$ cat config.mk
export PLATFORM = sky130hd
export DESIGN_NAME = fetch_queue_flat
export DESIGN_NICKNAME = d
export VERILOG_FILES = /design/src/rtl/fetch_queue_pkg.sv /design/src/rtl/fetch_queue_if.sv /design/src/rtl/fetch_queue_slot_buffer.sv /design/src/rtl/fetch_queue.sv /design/src/flat_wrapper.sv
export SDC_FILE = /design/constraint.sdc
export NUM_CORES = 1
export LEC_CHECK = 0
export BUFFER_PORTS_ARGS = -buffer_cell sky130_fd_sc_hd__buf_2
export CAP_MARGIN = 10
export CORE_ASPECT_RATIO = 1.5
export CORE_MARGIN = 2
export CORE_UTILIZATION = 25
export DETAILED_ROUTE_END_ITERATION = 7
export GPL_ROUTABILITY_DRIVEN = 1
export PLACE_DENSITY = 0.51
export SLEW_MARGIN = 5
export SYNTH_ARGS = -nofsm -noshare
export SYNTH_HDL_FRONTEND = slang
export SYNTH_SLANG_ARGS = --single-unit
$ cat constraint.sdc
create_clock -name clk -period 7.9 [get_ports clk]
set_clock_uncertainty 0.2 [all_clocks]
set_input_delay 0.395 -clock clk [delete_from_list [all_inputs] [get_ports clk]]
set_output_delay 0.395 -clock clk [all_outputs]
set_load 0.005 [all_outputs]
$ cat src/rtl/fetch_queue_pkg.sv
// Shared fetch-stage types and constants: slot record, PC step, NOP encoding
// and the PC alignment helper used on redirect targets.
package fetch_queue_pkg;

  localparam int XLEN = 32;
  localparam logic [XLEN-1:0] PC_STEP = 32'h0000_0004;
  localparam logic [XLEN-1:0] INSTR_NOP = 32'h0000_0013;

  typedef struct packed {
    logic [XLEN-1:0] pc;
    logic [XLEN-1:0] instr;
    logic            filled;
  } fetch_slot_t;

  // Instructions are word aligned; the low two address bits carry no meaning.
  function automatic logic [XLEN-1:0] align_pc(input logic [XLEN-1:0] addr);
    return {addr[XLEN-1:2], 2'b00};
  endfunction

endpackage

$ cat src/rtl/fetch_queue_if.sv
// Fetch queue bus: redirect input, request/response ROM port and the
// valid/ready decode port. master = fetch queue, slave = its environment.
interface fetch_queue_if #(
  parameter int XLEN  = 32,
  parameter int DEPTH = 4
);

  logic                   redirect;
  logic [XLEN-1:0]        redirect_target;
  logic                   rom_req;
  logic [XLEN-1:0]        rom_addr;
  logic                   rom_ready;
  logic                   rom_rvalid;
  logic [XLEN-1:0]        rom_rdata;
  logic                   out_valid;
  logic                   out_ready;
  logic [XLEN-1:0]        out_pc;
  logic [XLEN-1:0]        out_instr;
  logic [$clog2(DEPTH):0] occupancy;

  modport master (
    input  redirect, redirect_target, rom_ready, rom_rvalid, rom_rdata, out_ready,
    output rom_req, rom_addr, out_valid, out_pc, out_instr, occupancy
  );

  modport slave (
    output redirect, redirect_target, rom_ready, rom_rvalid, rom_rdata, out_ready,
    input  rom_req, rom_addr, out_valid, out_pc, out_instr, occupancy
  );

endinterface

$ cat src/rtl/fetch_queue_slot_buffer.sv
// Circular in-order slot buffer: slots are allocated at the tail, filled in
// request order through the fill pointer and retired from the head.
module fetch_slot_buffer
  import fetch_queue_pkg::*;
#(
  parameter int XLEN  = 32,
  parameter int DEPTH = 4
) (
  input  logic                   clk,
  input  logic                   rst,
  input  logic                   flush,
  input  logic                   alloc,
  input  logic [XLEN-1:0]        alloc_pc,
  input  logic                   fill,
  input  logic [XLEN-1:0]        fill_data,
  input  logic                   pop,
  output logic [$clog2(DEPTH):0] occupancy,
  output logic [$clog2(DEPTH):0] pending,
  output logic                   out_valid,
  output logic [XLEN-1:0]        out_pc,
  output logic [XLEN-1:0]        out_instr
);

  localparam int PTR_W = $clog2(DEPTH);
  localparam int OCC_W = PTR_W + 1;

  logic [XLEN-1:0]  pc_r    [DEPTH];
  logic [XLEN-1:0]  instr_r [DEPTH];
  logic [PTR_W-1:0] head_r;
  logic [PTR_W-1:0] tail_r;
  logic [PTR_W-1:0] fill_r;
  logic [OCC_W-1:0] count_r;
  logic [OCC_W-1:0] pend_r;
  logic             out_valid_r;
  logic [XLEN-1:0]  out_pc_r;
  logic [XLEN-1:0]  out_instr_r;

  logic             fill_ok_s;
  logic             pop_ok_s;
  logic [PTR_W-1:0] head_nxt_s;
  logic [OCC_W-1:0] count_nxt_s;
  logic [OCC_W-1:0] pend_nxt_s;
  logic             valid_nxt_s;
  logic [XLEN-1:0]  head_instr_nxt_s;

  // Next-state view of the head: filled slots always form the oldest prefix,
  // so the head is ready exactly when allocated slots outnumber pending ones.
  always_comb begin
    fill_ok_s  = fill && (pend_r != {OCC_W{1'b0}});
    pop_ok_s   = pop && out_valid_r;
    head_nxt_s = pop_ok_s ? (head_r + PTR_W'(1)) : head_r;
    if (flush) begin
      count_nxt_s = {OCC_W{1'b0}};
      pend_nxt_s  = {OCC_W{1'b0}};
      valid_nxt_s = 1'b0;
    end else begin
      count_nxt_s = count_r + {{(OCC_W-1){1'b0}}, alloc} - {{(OCC_W-1){1'b0}}, pop_ok_s};
      pend_nxt_s  = pend_r + {{(OCC_W-1){1'b0}}, alloc} - {{(OCC_W-1){1'b0}}, fill_ok_s};
      valid_nxt_s = (count_nxt_s > pend_nxt_s);
    end
    if (fill_ok_s && (fill_r == head_nxt_s)) begin
      head_instr_nxt_s = fill_data;
    end else begin
      head_instr_nxt_s = instr_r[head_nxt_s];
    end
  end

  // Slot storage, pointers, counters and the registered head view.
  always_ff @(posedge clk) begin
    if (!rst) begin
      for (int i = 0; i < DEPTH; i++) begin
        pc_r[i]    <= {XLEN{1'b0}};
        instr_r[i] <= {XLEN{1'b0}};
      end
      head_r      <= {PTR_W{1'b0}};
      tail_r      <= {PTR_W{1'b0}};
      fill_r      <= {PTR_W{1'b0}};
      count_r     <= {OCC_W{1'b0}};
      pend_r      <= {OCC_W{1'b0}};
      out_valid_r <= 1'b0;
      out_pc_r    <= {XLEN{1'b0}};
      out_instr_r <= {XLEN{1'b0}};
    end else begin
      count_r     <= count_nxt_s;
      pend_r      <= pend_nxt_s;
      out_valid_r <= valid_nxt_s;
      // Empty or flushed: the head view keeps its last contents.
      if (valid_nxt_s) begin
        out_pc_r    <= pc_r[head_nxt_s];
        out_instr_r <= head_instr_nxt_s;
      end
      if (flush) begin
        head_r <= {PTR_W{1'b0}};
        tail_r <= {PTR_W{1'b0}};
        fill_r <= {PTR_W{1'b0}};
      end else begin
        if (alloc) begin
          pc_r[tail_r] <= alloc_pc;
          tail_r       <= tail_r + PTR_W'(1);
        end
        if (fill_ok_s) begin
          instr_r[fill_r] <= fill_data;
          fill_r          <= fill_r + PTR_W'(1);
        end
        if (pop_ok_s) begin
          head_r <= head_nxt_s;
        end
      end
    end
  end

  assign occupancy = count_r;
  assign pending   = pend_r;
  assign out_valid = out_valid_r;
  assign out_pc    = out_pc_r;
  assign out_instr = out_instr_r;

endmodule

$ cat src/rtl/fetch_queue.sv
// Fetch queue top: PC register, ROM request issue, wrong-path discard
// counting on redirect, and the in-order slot buffer toward decode.
module fetch_queue
  import fetch_queue_pkg::*;
#(
  parameter int              XLEN     = 32,
  parameter int              DEPTH    = 4,
  parameter logic [XLEN-1:0] RESET_PC = 32'h0000_0000
) (
  input logic         clk,
  input logic         rst,
  fetch_queue_if.master bus
);

  localparam int OCC_W  = $clog2(DEPTH) + 1;
  // Repeated redirects can stack several generations of wrong-path fetches.
  localparam int DISC_W = OCC_W + 3;

  logic [XLEN-1:0]   pc_r;
  logic [DISC_W-1:0] discard_r;
  logic              run_r;

  logic [OCC_W-1:0]  occupancy_s;
  logic [OCC_W-1:0]  pending_s;
  logic              out_valid_s;
  logic [XLEN-1:0]   out_pc_s;
  logic [XLEN-1:0]   out_instr_s;
  logic              rom_req_s;
  logic              issue_s;
  logic              drop_s;
  logic              fill_s;
  logic              pop_s;
  logic [DISC_W-1:0] disc_sum_s;
  logic [DISC_W-1:0] discard_nxt_s;

  // Issue, response routing and discard bookkeeping; redirect overrides all.
  always_comb begin
    if (run_r && !bus.redirect && (occupancy_s < OCC_W'(DEPTH))) begin
      rom_req_s = 1'b1;
    end else begin
      rom_req_s = 1'b0;
    end
    issue_s    = rom_req_s && bus.rom_ready;
    drop_s     = bus.rom_rvalid && (discard_r != {DISC_W{1'b0}});
    fill_s     = bus.rom_rvalid && (discard_r == {DISC_W{1'b0}}) && !bus.redirect;
    pop_s      = out_valid_s && bus.out_ready && !bus.redirect;
    disc_sum_s = discard_r + DISC_W'(pending_s);
    if (bus.redirect) begin
      // Every pending slot becomes wrong-path; a response landing now retires one.
      if (bus.rom_rvalid && (disc_sum_s != {DISC_W{1'b0}})) begin
        discard_nxt_s = disc_sum_s - DISC_W'(1);
      end else begin
        discard_nxt_s = disc_sum_s;
      end
    end else if (drop_s) begin
      discard_nxt_s = discard_r - DISC_W'(1);
    end else begin
      discard_nxt_s = discard_r;
    end
  end

  // PC, discard counter and the post-reset run flag.
  always_ff @(posedge clk) begin
    if (!rst) begin
      pc_r      <= RESET_PC;
      discard_r <= {DISC_W{1'b0}};
      run_r     <= 1'b0;
    end else begin
      run_r     <= 1'b1;
      discard_r <= discard_nxt_s;
      if (bus.redirect) begin
        pc_r <= align_pc(bus.redirect_target);
      end else if (issue_s) begin
        pc_r <= pc_r + XLEN'(PC_STEP);
      end
    end
  end

  fetch_slot_buffer #(
    .XLEN  (XLEN),
    .DEPTH (DEPTH)
  ) u_slots (
    .clk       (clk),
    .rst       (rst),
    .flush     (bus.redirect),
    .alloc     (issue_s),
    .alloc_pc  (pc_r),
    .fill      (fill_s),
    .fill_data (bus.rom_rdata),
    .pop       (pop_s),
    .occupancy (occupancy_s),
    .pending   (pending_s),
    .out_valid (out_valid_s),
    .out_pc    (out_pc_s),
    .out_instr (out_instr_s)
  );

  assign bus.rom_req   = rom_req_s;
  assign bus.rom_addr  = pc_r;
  assign bus.out_valid = out_valid_s;
  assign bus.out_pc    = out_pc_s;
  assign bus.out_instr = out_instr_s;
  assign bus.occupancy = occupancy_s;

endmodule
$ cat src/flat_wrapper.sv
// flat-port wrapper written by rule: the top's interface ports become plain ports
module fetch_queue_flat import fetch_queue_pkg::*;
#(
  parameter int              XLEN     = 32,
  parameter int              DEPTH    = 4,
  parameter logic [XLEN-1:0] RESET_PC = 32'h0000_0000
)
  (clk, rst, bus_redirect, bus_redirect_target, bus_rom_ready, bus_rom_rvalid, bus_rom_rdata, bus_out_ready, bus_rom_req, bus_rom_addr, bus_out_valid, bus_out_pc, bus_out_instr, bus_occupancy);
  fetch_queue_if #(.XLEN(XLEN), .DEPTH(DEPTH)) bus_i ();
  input logic clk;
  input logic rst;
  input wire logic [$bits(bus_i.redirect)-1:0] bus_redirect;
  input wire logic [$bits(bus_i.redirect_target)-1:0] bus_redirect_target;
  input wire logic [$bits(bus_i.rom_ready)-1:0] bus_rom_ready;
  input wire logic [$bits(bus_i.rom_rvalid)-1:0] bus_rom_rvalid;
  input wire logic [$bits(bus_i.rom_rdata)-1:0] bus_rom_rdata;
  input wire logic [$bits(bus_i.out_ready)-1:0] bus_out_ready;
  output wire logic [$bits(bus_i.rom_req)-1:0] bus_rom_req;
  output wire logic [$bits(bus_i.rom_addr)-1:0] bus_rom_addr;
  output wire logic [$bits(bus_i.out_valid)-1:0] bus_out_valid;
  output wire logic [$bits(bus_i.out_pc)-1:0] bus_out_pc;
  output wire logic [$bits(bus_i.out_instr)-1:0] bus_out_instr;
  output wire logic [$bits(bus_i.occupancy)-1:0] bus_occupancy;
  assign bus_i.redirect = bus_redirect;
  assign bus_i.redirect_target = bus_redirect_target;
  assign bus_i.rom_ready = bus_rom_ready;
  assign bus_i.rom_rvalid = bus_rom_rvalid;
  assign bus_i.rom_rdata = bus_rom_rdata;
  assign bus_i.out_ready = bus_out_ready;
  assign bus_rom_req = bus_i.rom_req;
  assign bus_rom_addr = bus_i.rom_addr;
  assign bus_out_valid = bus_i.out_valid;
  assign bus_out_pc = bus_i.out_pc;
  assign bus_out_instr = bus_i.out_instr;
  assign bus_occupancy = bus_i.occupancy;
  fetch_queue #(.XLEN(XLEN), .DEPTH(DEPTH), .RESET_PC(RESET_PC)) u_core (.clk(clk), .rst(rst), .bus(bus_i));
endmodule
==> results.toml, run 1 <==
[sta]
setup_violations = 0
slew_headroom = 0.220
rsz0062_at_grt = "false"
worst_slew_pin_slew_ps = 1170
min_period_over_period = 0.653
max_freq_mhz = 194
period_needed_ps = 5160
hold_viol = 0
final.setup.tns_ps = 0
slew_violations = 0

[cts]
cts_root_buf = "clkbuf_16"
cts_sinks = 360
postCtsSetupRepairBufs = 0
cts_max_level = 2
clkTransAtPathRegs_ps = 60
cts_made_buffers = 40
clk_latency_ps = 550
tritoncts = "built"
cts_buffer_depth = 3

[final_layout]
nets = 1755
syn_to_final_growth_pct = 22.4
postLayoutCoreUtil = 0.309
fin_cells = 2575
drive_above_1_share = 0.188
fill_cells = 6734
final_common_cell = "edfxtp_1"
layout_common_cells = "248 x edfxtp_1, 194 x nand2_1, 163 x buf_2"
antenna_cells = 0

[logic_synthesis]
synth_compound_area_frac = 0.120
synthXorXnorAreaFrac = 0.0126
synth_fa_ha_area_frac = 0.0150
yosysSeqAreaShare = 0.586
synth_simple_gate_area_frac = 0.179
synthCells = 1484
synth_top_family_by_area = "simple AND/OR/NAND/NOR gates"
async_reset_ff_frac = 0
avgSynthCellArea_sq_um = 11.1
ys_types = 73
synthMuxAreaShare = 0.0441
synth_flop_cell = "edfxtp_1"
ys_ff_latch = 360
synth_edf_count = 248
yosys_warnings = 0
syn_area_sq_mm = 0.0165

[pwr]
power_mw = 4.48
ir_worst_vdd_uv = 146
powerDensity_mw_per_mm2 = 221
p_leak_nw = 7.62

[place]
routabilityCongestion = 0.776
portBuffers = 164
dp.cells = 2440
place_hpwl_um = 31500

[grt]
grt_max_degree = 67
grt.total_usage = 0.154
grt_first_pass_wirelength_um = 79900
antenna_found_initial = 2
grt_pass1_vias = 12922
grt_overflow_total = 0

[floorplanning]
coreArea_sq_mm = 0.0655
die_h_um = 319
num_rows = 115
die_x_um = 214
die_area_sq_mm = 0.0682
start_util = 0.252
io_pins = 171

[drt]
drcViolationCount = 0
vias = 12465
wl_per_cell_um = 20.6
first_pass_iters = 5
drt_iter0_markers = 753
drt-vias-per-instance = 4.84
totalWireLength_um = 53200
ant_nets = 0

[worst_setup_path]
path_class = "flop to flop"
cp.required_ps = 8190
cp-end-kind = "flop"
r2r_start = "u_core.u_slots.occupancy[2]"
crit_arrival_ps = 5450
crit_fanout = 62
cp-startpoint = "u_core.u_slots.occupancy[2]"
cp-start-kind = "flop"

[min_path]
worstHoldStart = "rst"
hold_class = "input port to flop"

[flow_run]
maxCapViolCount = 0

[outcome]
status = "completed"
-- flip-flops by register name, summed over array words and instances (netlist names) --
name	flops
u_core.u_slots.occupancy	3
u_core.u_slots.pending	3
u_core.run_r	1
u_core.u_slots.tail_r	2
u_core.u_slots.out_pc	30
u_core.u_slots.fill_r	2
u_core.u_slots.instr_r	128
u_core.discard_r	6
u_core.u_slots.pc_r	120
u_core.u_slots.head_r	2
u_core.u_slots.out_valid	1
u_core.bus.rom_addr	30
u_core.u_slots.out_instr	32
-- synth_stat cells (40+ instances only) --
cell      count  share of area
edfxtp_1    248           0.45
nand2_1     196          0.045
and2_1      141          0.053
dfxtp_1     112           0.14
clkbuf_1     88          0.020
nor2_1       85          0.019
o21ai_0      83          0.025
a21oi_1      57          0.017
inv_1        54          0.012
nor4_1       43          0.016
a31oi_1      40          0.015
-- metrics by stage --
stage | worst slack, ps | hold WS (ps) | area (sq um)
6_report | 2740 | 53.6 | 20200
5_1_grt | 2350 | 43.6 | 20200
4_1_cts | 2690 | 34.0 | 20200
3_5_place_dp | 2540 | 245 | 18400
3_3_place_gp | 2620 | 244 | 18400
2_1_floorplan | 3280 | 223 | 16500
-- layout make-up --
class                   instances  area (sq um)  area share
flip-flops and latches        360          9690       0.479
multi-input cells             950          6300       0.311
repair buffers                258          1680      0.0833
clock buffers                  58          1130      0.0558
well taps                     877          1100      0.0542
inverters                      57           214      0.0106
clock inverters                15           115     0.00569
-- timing repair --
item | CTS | global route
endpoints found under the hold margin | 122 | 0
hold buffers | 62 | 0
endpoints found under the setup margin | 0 | 0
gates resized for setup | 0 | 0
-- report_power, final --
group          internal (mW)  leakage, nW  switching (mW)
logic                  0.195         3.54           0.297
registers               2.10         3.47          0.0680
clock network           1.03        0.608           0.787
total                   3.33         7.62            1.15
-- path summary, 6_finish.rpt --
path	slack, ps	end	cells after the start
hold / removal	50	u_core.run_r	1
setup / recovery	2740	u_core.u_slots.out_instr[5]	18
hold reg to reg	250	u_core.u_slots.out_pc[26]	2
setup reg to reg	2740	u_core.u_slots.out_instr[5]	18
-- logic make-up after synthesis --
| logic type | after synthesis |
|---|---|
| flip-flops | 360 |
| AO/OA/AOI/OAI | 293 |
| AND/OR/NAND/NOR | 578 |
| adder cells (fa/ha/maj) | 18 |
| multiplexers | 35 |
| buffers and inverters | 177 |
| other | 1 |
| XOR/XNOR | 22 |
-- per-layer routing --
layer  up-vias  routed length, um  global-route usage
li1       5759                  -                   -
met1      6219              21400               0.179
met2       397              27400               0.282
met3        88               2820              0.0268
met4         2               1540              0.0522
met5         -                 11                   0
-- worst max-delay path, stage by stage, from the launching register on --
cell and delay (ps):
dfxtp_1 370, nor3b_1 310, and2_1 180, buf_4 370
inv_2 200, ha_1 310, inv_1 60, ha_1 130
inv_1 50, fa_1 370, xnor2_1 200, xnor2_1 180
ha_1 280, a31oi_1 330, o21a_2 250, buf_4 730
o21ai_0 210, a31oi_1 200, a22o_1 140
No activity file was read; power rests on OpenSTA's default activity.
==> run 2, diff against run 1 <==
- clock period: 7.9 -> 5.1 ns (I/O delays scaled with it)
==> run 2 against run 1 <==
Sequential cell count unchanged. Sequential share of layout area decreased by 0.33 points. Combinational power increased by 58%. Clock-buffer cell count decreased by 9. Fmax increased by 17%. Non-clock buffer count increased by 15. Critical endpoint is now u_core.u_slots.out_instr[9]. Highest routed layer unchanged.
==> results.toml, run 2 (synthesized netlist as in run 1, its figures left out) <==
[outcome]
status = "completed"

[final_layout]
final_common_cell = "edfxtp_1"
largest-register = "u_core.u_slots.instr_r"
layout_common_cells = "248 x edfxtp_1, 194 x nand2_1, 163 x buf_2"
drive_above_1_share = 0.193
postLayoutCoreUtil = 0.311
antenna_cells = 0
fill_cells = 6676
nets = 1768
largest_reg_flops = 128
syn_to_final_growth_pct = 23.2
fin_cells = 2587

[drt]
first_pass_iters = 6
wl_per_cell_um = 20.6
drcViolationCount = 0
ant_nets = 0
drt_iter0_markers = 969
totalWireLength_um = 53300
drt-vias-per-instance = 4.89
vias = 12660

[worst_setup_path]
reg2reg_slack_ps = 680
worstPathCellList = "nand3b_1, inv_2, ha_1, inv_1, ha_1, inv_1, fa_1, xnor2_1, xnor2_1, ha_1, a31oi_1, o21a_2, o2111ai_4, buf_4, o21ai_0, a22o_1"
cp.buffers_inverters = 4
r2r_start = "u_core.u_slots.out_valid"
reg2reg_depth = 16
path_class = "flop to flop"
crit_fanout = 19
cp-start-kind = "flop"
crit_slowest_cell = "o2111ai_4"
cp-end-kind = "flop"
cpPeakStageDelay_ps = 410
cp.depth = 16
cp.required_ps = 5400
crit_family = "compound AO/OA/AOI/OAI gates"
rr_endpoint = "u_core.u_slots.out_instr[9]"
cpMostUsedCell = "ha_1"
crit_arrival_ps = 4720

[sta]
final.setup.tns_ps = 0
period_needed_ps = 4420
hold_ws_ps = 95.9
rsz0062_at_grt = "false"
min_period_over_period = 0.867
slew_violations = 0
hold_viol = 0
slew_headroom = 0.215
worst_slew_pin_slew_ps = 1170
max_freq_mhz = 226
setup_violations = 0

[floorplanning]
num_rows = 115
io_pins = 171
coreArea_sq_mm = 0.0655
die_area_sq_mm = 0.0682
start_util = 0.252
die_x_um = 214
die_h_um = 319

[cts]
cts_made_buffers = 38
cts_buffer_depth = 3
postCtsResizedCells = 0
cts_root_buf = "clkbuf_16"
cts_sinks = 360
cts_max_level = 2
clk_latency_ps = 580
tritoncts = "built"
clkTransAtPathRegs_ps = 60

[place]
routabilityCongestion = 0.799
dp.cells = 2449
place_hpwl_um = 32800
portBuffers = 164

[min_path]
hold_class = "input port to flop"
hold_depth = 3
worstHoldStart = "rst"
worstHoldEndpoint = "u_core.discard_r[3]"

[flow_run]
maxCapViolCount = 0

[pwr]
p_leak_nw = 7.70
powerDensity_mw_per_mm2 = 342
ir_worst_vdd_uv = 260

[grt]
grt_pass1_vias = 13010
antenna_found_initial = 1
grt_max_degree = 66
grt.total_usage = 0.153
grt_first_pass_wirelength_um = 80200
grt_overflow_total = 0
run 2: changes by cell type in the layout (fill, tap and decap cells not counted), moves of 3 or more:
cell and change:
dlygate4sd3_1 +6, clkbuf_1 -3, clkinv_1 -3, buf_4 +8
clkinvlp_4 +3, clkbuf_8 -4
run 2: worst register-to-register path: cells and delay by family (launching register included):
kind                     cells  cell delay, ps
AO/OA/AOI/OAI                5            1370
adder cells (fa/ha/maj)      4            1070
buffers and inverters        4             740
XOR/XNOR                     2             370
flip-flops                   1             340
AND/OR/NAND/NOR              1             290
run 2: worst max-delay path by stage:
stage,start,to
detailed placement,bus_redirect,u_core.u_slots.out_instr[9]
floorplan,u_core.discard_r[3],u_core.u_slots.instr_r[0][0]
global placement,bus_redirect,u_core.u_slots.out_instr[12]
CTS,u_core.u_slots.occupancy[2],u_core.u_slots.out_instr[12]
finish,u_core.u_slots.out_valid,u_core.u_slots.out_instr[9]
global route,u_core.u_slots.occupancy[2],u_core.u_slots.out_instr[13]
run 2: area by class of cell:
| class | instances | area (sq um) | area share |
|---|---|---|---|
| sequential | 360 | 9690 | 0.476 |
| multi-input combinational | 950 | 6290 | 0.309 |
| timing repair buffer | 273 | 1820 | 0.0896 |
| tap | 877 | 1100 | 0.0539 |
| clock buffer | 49 | 1010 | 0.0497 |
| clock inverter | 21 | 239 | 0.0117 |
| inverter | 57 | 214 | 0.0105 |
run 2: stage by stage:
step           power [mW]  instance area (sq um)  worst slack [ps]
3_3_place_gp         4.15                  18400               614
5_1_grt              7.24                  20400               397
4_1_cts              7.05                  20400               692
6_report             6.96                  20400               680
2_1_floorplan        3.85                  16500               482
3_5_place_dp         4.17                  18400               581
run 2: where the power goes:
| group | switching, mW | internal (mW) | total, mW |
|---|---|---|---|
| combinational | 0.465 | 0.310 | 0.775 |
| sequential | 0.106 | 3.26 | 3.36 |
| clock | 1.24 | 1.58 | 2.82 |
| total | 1.81 | 5.15 | 6.96 |
run 2: repair_timing:
action	4_1_cts	5_1_grt
hold endpoints to repair	191	0
hold buffers	68	0
setup buffers	0	0
run 2: layer usage:
metal,GRT usage,up-vias,wire (um)
li1,-,5802,-
met1,0.180,6388,21300
met2,0.284,382,28000
met3,0.0239,86,2600
met4,0.0479,2,1380
met5,0,-,13
==> run 3, diff against run 2 <==
- CORE_ASPECT_RATIO: 1.5 -> 0.7
- CORE_MARGIN: 2 -> 10
==> run 3 against run 2 <==
Clock power increased by 10%. Power grew 4.2%. First-iteration DRC count fell by 5.4%. Non-clock buffer count down 6.
==> results.toml, run 3 (synthesized netlist as in run 1, its figures left out) <==
[outcome]
status = "completed"

[cts]
cts_buffer_depth = 3
clk_latency_ps = 560
clkTransAtPathRegs_ps = 60
cts_sinks = 360
cts_made_buffers = 42
postCtsResizedCells = 0
tritoncts = "built"
cts_root_buf = "clkbuf_16"
cts_max_level = 2

[sta]
slew_headroom = 0.184
max_freq_mhz = 229
worst_slew_pin_slew_ps = 1220
hold_viol = 0
rsz0062_at_grt = "false"
min_period_over_period = 0.857
setup_violations = 0
slew_violations = 0
final.setup.tns_ps = 0
period_needed_ps = 4370
setup_ws_ps = 732

[drt]
drt-vias-per-instance = 4.87
drcViolationCount = 0
wl_per_cell_um = 20.8
drt_iter0_markers = 917
first_pass_iters = 6
ant_nets = 0
vias = 12630
totalWireLength_um = 53900

[worst_setup_path]
path_class = "flop to flop"
crit_arrival_ps = 4600
cp.required_ps = 5330
cp-start-kind = "flop"
crit_fanout = 32
cp-end-kind = "flop"

[grt]
antenna_found_initial = 5
grt_pass1_vias = 12981
grt_overflow_total = 0
grt_first_pass_wirelength_um = 81600
grt_max_degree = 67
grt.total_usage = 0.135

[floorplanning]
die_area_sq_mm = 0.0770
die_x_um = 327
coreArea_sq_mm = 0.0651
die_h_um = 235
start_util = 0.254
num_rows = 78
io_pins = 171

[flow_run]
maxCapViolCount = 0

[place]
dp_slack_ps = 808
portBuffers = 164
place_hpwl_um = 32000
routabilityCongestion = 0.760

[pwr]
powerDensity_mw_per_mm2 = 354
ir_worst_vdd_uv = 182
p_leak_nw = 7.77

[final_layout]
layout_common_cells = "248 x edfxtp_1, 196 x nand2_1, 164 x buf_2"
largest_reg_flops = 128
final_common_cell = "edfxtp_1"
syn_to_final_growth_pct = 23.9
largest-register = "u_core.u_slots.instr_r"
nets = 1766
drive_above_1_share = 0.194

[min_path]
hold_class = "input port to flop"
run 3: cell types whose count changed in the layout (fill, tap and decap cells not counted), moves of 3 or more:
cell	previous run	this run
clkbuf_16	38	44
buf_4	41	36
diode_2	0	4
dlygate4sd3_1	68	64
clkbuf_8	2	5
run 3: final cells by class:
type	instances	area [sq um]
Fill cell	6670	44600
Sequential cell	360	9690
Multi-Input combinational cell	950	6250
Timing Repair Buffer	267	1790
Clock buffer	57	1200
Tap cell	880	1100
Clock inverter	20	216
Inverter	57	214
Antenna cell	4	10.0
run 3: power breakdown:
group	switching, mW	total, mW	internal, mW
Sequential	0.106	3.36	3.26
Combinational	0.468	0.781	0.313
Clock	1.25	3.11	1.86
Total	1.83	7.26	5.43
run 3: worst max-delay path, stage by stage, from the launching register on:
cell and delay [ps]:
dfxtp_1 350, inv_1 130, ha_1 190, nand3b_2 150
nor4b_4 280, buf_4 210, ha_1 140, inv_1 40
ha_1 180, fa_1 490, inv_1 60, ha_1 300
nor2b_1 140, o21a_1 200, o21a_2 240, o2111ai_2 60
buf_4 430, o21ai_0 160, a22o_1 250
run 3: metal layers:
| metal | wire (um) | GRT usage | up-vias |
|---|---|---|---|
| li1 | - | - | 5806 |
| met1 | 24600 | 0.184 | 6331 |
| met2 | 24600 | 0.214 | 414 |
| met3 | 3680 | 0.0286 | 79 |
| met4 | 1040 | 0.0377 | 0 |
| met5 | 0 | 0 | - |
run 3: path summary, 6_finish.rpt:
path / startpoint / endpoint / slack [ps] / cells past startpoint
setup / recovery: u_core.discard_r[1] / u_core.u_slots.out_instr[6] / 730 / 18
hold reg to reg: u_core.u_slots.out_pc[5] / u_core.u_slots.out_pc[5] / 250 / 2
hold / removal: bus_redirect / u_core.u_slots.fill_r[0] / 100 / 5
setup reg to reg: u_core.discard_r[1] / u_core.u_slots.out_instr[6] / 730 / 18
run 3: repair_timing:
item	4_1_cts	5_1_grt
setup endpoints to repair	0	0
buffers inserted	0	0
hold buffers	64	0
endpoints found under the hold margin	190	0
run 3: stage by stage:
stage	utilization	power (mW)	instance area (sq um)	hold WS, ps	std cells
after CTS	0.314	7.34	20500	64.9	2591
after global placement	0.283	4.15	18400	241	2450
final	0.315	7.26	20500	100	2595
after floorplan	-	3.85	16500	82.7	1487
after global routing	0.314	7.54	20500	94.2	2592
after detailed placement	0.283	4.17	18400	244	2450
